File: config.mk
export PLATFORM = sky130hd
export DESIGN_NAME = sync_fifo_flags
export DESIGN_NICKNAME = d
export VERILOG_FILES = /design/src/rtl/sync_fifo_flags.sv
export SDC_FILE = /design/constraint.sdc
export NUM_CORES = 1
export LEC_CHECK = 0
export BUFFER_PORTS_ARGS = -buffer_cell sky130_fd_sc_hd__buf_2
export CORE_UTILIZATION = 40
export DETAILED_ROUTE_END_ITERATION = 10
export SLEW_MARGIN = 0
export SYNTH_ARGS = -nofsm -noshare
export SYNTH_HDL_FRONTEND = slang
export SYNTH_SLANG_ARGS = --single-unit
export TNS_END_PERCENT = 20
File: constraint.sdc
create_clock -name clk -period 7.1 [get_ports clk]
set_input_delay 1.42 -clock clk [delete_from_list [all_inputs] [get_ports clk]]
set_output_delay 1.42 -clock clk [all_outputs]
set_load 0.01 [all_outputs]
File: src/rtl/sync_fifo_flags.sv
// sync_fifo_flags: single-clock FIFO with registered full/empty/almost flags,
// fill count and sticky overflow/underflow indicators.
// Latency: a write is visible in flags/fcount after one edge; read data
// arrives one cycle after the pop (FWFT=0) or is presented at the head (FWFT=1).
// Backpressure: writes are refused while wfull=1 and reads while rempty=1;
// refused requests only set the matching sticky error flag.
//
// Ports:
//   clk, rst_n          clock, asynchronous active-low reset
//   flush               synchronous clear of pointers, count, flags, errors
//   wdata, win          write data and write request
//   wfull, afull        full (count == DEPTH) / almost full (count >= AFULL_TH)
//   rout, rdata         read request and read data
//   rempty, aempty      empty (count == 0) / almost empty (count <= AEMPTY_TH)
//   fcount              fill count, 0..DEPTH
//   overflow, underflow sticky error indicators
module sync_fifo_flags #(
   parameter int DSIZE     = 8,
   parameter int ASIZE     = 4,
   parameter int AFULL_TH  = (2**ASIZE) - 2,
   parameter int AEMPTY_TH = 2,
   parameter bit FWFT      = 1'b0
) (
   input  logic             clk,
   input  logic             rst_n,
   input  logic             flush,
   input  logic [DSIZE-1:0] wdata,
   input  logic             win,
   output logic             wfull,
   output logic             afull,
   input  logic             rout,
   output logic [DSIZE-1:0] rdata,
   output logic             rempty,
   output logic             aempty,
   output logic [ASIZE:0]   fcount,
   output logic             overflow,
   output logic             underflow
);

   localparam int DEPTH = 2**ASIZE;
   localparam logic [ASIZE:0] DEPTH_V  = (ASIZE+1)'(DEPTH);
   localparam logic [ASIZE:0] AFULL_V  = (ASIZE+1)'(AFULL_TH);
   localparam logic [ASIZE:0] AEMPTY_V = (ASIZE+1)'(AEMPTY_TH);

   logic [DSIZE-1:0] mem [DEPTH];

   logic [ASIZE:0] wptr, rptr;
   logic [ASIZE:0] wptr_nxt, rptr_nxt, count_nxt;
   logic           wr_acc, rd_acc;

   // Acceptance looks only at the registered flags, so a same-cycle pop
   // never frees room for a push at full (and vice versa at empty).
   assign wr_acc = win  & ~wfull;
   assign rd_acc = rout & ~rempty;

   always_comb begin
      wptr_nxt = wptr;
      rptr_nxt = rptr;
      if (flush) begin
         wptr_nxt = '0;
         rptr_nxt = '0;
      end else begin
         if (wr_acc) wptr_nxt = wptr + 1'b1;
         if (rd_acc) rptr_nxt = rptr + 1'b1;
      end
      // Pointers run modulo 2*DEPTH, so their difference is the exact fill
      // level 0..DEPTH without a separate full/empty disambiguation bit.
      count_nxt = wptr_nxt - rptr_nxt;
   end

   always_ff @(posedge clk or negedge rst_n) begin
      if (!rst_n) begin
         wptr      <= '0;
         rptr      <= '0;
         fcount    <= '0;
         wfull     <= 1'b0;
         afull     <= 1'b0;
         rempty    <= 1'b1;
         aempty    <= 1'b1;
         overflow  <= 1'b0;
         underflow <= 1'b0;
      end else begin
         wptr   <= wptr_nxt;
         rptr   <= rptr_nxt;
         fcount <= count_nxt;
         // Flags are derived from the next count so they always agree with fcount.
         wfull  <= (count_nxt == DEPTH_V);
         afull  <= (count_nxt >= AFULL_V);
         rempty <= (count_nxt == '0);
         aempty <= (count_nxt <= AEMPTY_V);
         if (flush) begin
            overflow  <= 1'b0;
            underflow <= 1'b0;
         end else begin
            if (win  && wfull)  overflow  <= 1'b1;
            if (rout && rempty) underflow <= 1'b1;
         end
      end
   end

   // Storage is never reset; stale contents are unreachable once pointers clear.
   always_ff @(posedge clk) begin
      if (!flush && wr_acc) mem[wptr[ASIZE-1:0]] <= wdata;
   end

   generate
      if (FWFT) begin : g_fwft
         // Head entry is presented directly; undefined while empty.
         assign rdata = mem[rptr[ASIZE-1:0]];
      end else begin : g_std
         logic [DSIZE-1:0] rdata_q;
         always_ff @(posedge clk or negedge rst_n) begin
            if (!rst_n)                rdata_q <= '0;
            else if (!flush && rd_acc) rdata_q <= mem[rptr[ASIZE-1:0]];
         end
         assign rdata = rdata_q;
      end
   endgenerate

endmodule

==> metrics.txt <==
status=finished clean; worst skew pair latency=0.42 ns; RSZ-0062 raised after global routing=false; Critical Path Source Type=input port; Post-layout nets=409; H-Tree Depth=4; Final GP Congestion=0.774; Row Count=45; Synth Instances=350; total power=2.35 mW; Synth Warn #=0; DRC viols=0; clock-pin slew on the worst setup and hold paths=0.06 ns; f_max=0.283 GHz; vias per std cell=5.31; Clock Sinks=157; largest net degree at the start of global routing=36; cts hold-fix bufs=0; Worst EP required=7.45 ns; die area=16400 sq um; total setup buffers inserted after CTS=0; power share of the combinational group=0.164; Lkg Pwr=2.56 nW; Overflow after GRT=0; clk buf depth=2; Synth async-reset ratio=0.185; Rel. slew slack=0.380; CTS Root Cell=clkbuf_16; fin. max-slew vios=0; Clock power frac=0.373; I/O pin count=32; share of layout cells above drive strength 1=0.274; diode count=0; Int Pwr=1.75 mW; post-synth cell types=47; initial core utilization=0.413; hold_ws=0.474 ns; switching power=0.596 mW; Least-Margin Pin Slew=0.927 ns; count of input and output buffers=31; Final min period=3.53 ns; Syn-to-layout area delta=14.7%; Fillers=1287; worst setup path class=in2reg; Hold Path Class=reg2reg; chip width=128 um; Seq pwr share=0.463; Synth Flop Type=edfxtp_1; TritonCTS clock tree=built; vias in the first global route=3320; initial antenna violation count=0; Core ar.=15400 sq um; Final ANT Viol Nets=0; Post-CTS Resized=0; Post-synth EDFFs=128; final WL=12600 um; Pre-Repair DR Iteration Count=4; Final setup violation count=0; Yosys reg bits=157; Die Y=128 um; crit path capture type=register; synth top area cells=edfxtp_1 (60%), mux4_2 (11%), dfrtp_1 (11%); Max Cap Viol=0; Fin. Hold Viols=0; syn nets=373; gr usage total=0.165; Mapped Area=6350 sq um; CP Max Fanout=7; Final TNS setup=0 ns; first-pass GRT wire length=19300 um; clock skew=0.00733 ns; Cell Pwr Density=322 nW/um^2; final period utilization=0.497; initial DRC count=267; VDD IR max=0.171 mV; vias=3232; commonest non-fill, non-tap cell in the layout=edfxtp_1; CP peak stage delay=0.45 ns; routed length per placed instance=20.8 um; most frequent cells in the layout=edfxtp_1 (128), mux4_2 (32), buf_2 (31); post-synthesis average cell area=18.2 sq um; CP cell instances=buf_2 > nor2b_1 > xnor2_1 > nor2_1 > ha_1 > inv_1 > fa_1 > a21o_1 > a21oi_1 > o41a_1 > and3_4 > a311o_1; Synth top area share=0.605; CTS Buf Count=17; hpwl dp=7860 um; Net Sw Frac=0.254; sequential share of the synthesized area=0.720; Worst Path Arrival=3.88 ns; area leader, netlist=edfxtp_1; CP max-delay cell=nor2b_1
## synth_stat cells, types with 3 or more instances
| cell | instances |
|---|---|
| and2_1 | 12 |
| buf_2 | 7 |
| o21ai_1 | 5 |
| or2_2 | 4 |
| nand2_1 | 16 |
| o21ai_0 | 5 |
| a221oi_1 | 8 |
| ha_1 | 9 |
| mux4_2 | 32 |
| xnor2_1 | 3 |
| nor2b_1 | 5 |
| a21oi_1 | 6 |
| xor2_1 | 4 |
| edfxtp_1 | 128 |
| nor2_1 | 11 |
| clkbuf_1 | 5 |
| dfrtp_1 | 27 |
| inv_1 | 13 |
| a22o_1 | 8 |
| nor3_1 | 6 |
## worst max-delay path, delay by kind of cell
family                     cells  cell delay [ns]
xor gates and xnor gates       1             0.11
buffers and inverters          2             0.13
and+or+nand+nor                3             0.84
adders and majority gates      2             0.59
AOI/OAI and AO/OA              4             0.77
## routing by layer
metal	vias to the layer above	global-route usage	wire, um
met5	-	0	0
met4	0	0.0498	142
met3	10	0.0388	753
met2	83	0.258	5980
met1	1682	0.231	5760
li1	1457	-	-
## power groups by stage
stage | Combinational, mW | Sequential [mW] | Clock (mW)
after detailed placement | 0.390 | 1.11 | 0
after CTS | 0.391 | 1.09 | 0.890
final | 0.385 | 1.09 | 0.876
after global placement | 0.386 | 1.10 | 0
after floorplan | 0.242 | 1.12 | 0
after global routing | 0.419 | 1.09 | 0.931
## flip-flops by register name, indices dropped and copies added (netlist names)
name / flops
aempty: 1
afull: 1
fcount: 5
mem: 128
overflow: 1
rdata: 8
rempty: 1
rptr: 5
underflow: 1
wfull: 1
wptr: 5
## cells by family after synthesis
kind of cell / synth area share
buf+inv: 0.0232
simple gates: 0.0601
compound gates: 0.0516
flops: 0.720
fa+ha+maj: 0.0209
mux: 0.115
xor+xnor: 0.00965
## metrics by stage
step	utilization	std cells	worst slack [ns]	instance area, sq um
floorplan	-	350	3.67	6350
global placement	0.437	578	3.27	6720
detailed placement	0.437	578	3.19	6720
CTS	0.474	609	3.61	7290
global route	0.474	609	3.43	7290
finish	0.474	609	3.57	7290
## path summary, 6_finish.rpt
kind	from	to	slack, ns	cells past startpoint
min in group asynchronous	rst_n	rptr[4]$_DFF_PN0_	1.06	1
setup reg to reg	rptr[0]$_DFF_PN0_	afull$_DFF_PN0_	3.95	11
hold / removal	rdata[6]$_DFFE_PN0P_	rdata[6]$_DFFE_PN0P_	0.47	2
setup / recovery	rout	afull$_DFF_PN0_	3.57	12
max in group asynchronous	rst_n	rptr[0]$_DFF_PN0_	5.55	1
hold reg to reg	rdata[6]$_DFFE_PN0P_	rdata[6]$_DFFE_PN0P_	0.47	2
## area by class of cell
class                           count  area [sq um]  area share
Sequential cell                   157          4570       0.627
Multi-Input combinational cell    162          1650       0.226
Clock buffer                       17           425      0.0584
Tap cell                          211           264      0.0362
Timing Repair Buffer               35           185      0.0254
Clock inverter                     14           146      0.0201
Inverter                           13          48.8     0.00670
Note: power is estimated with default switching activity, not from simulation.
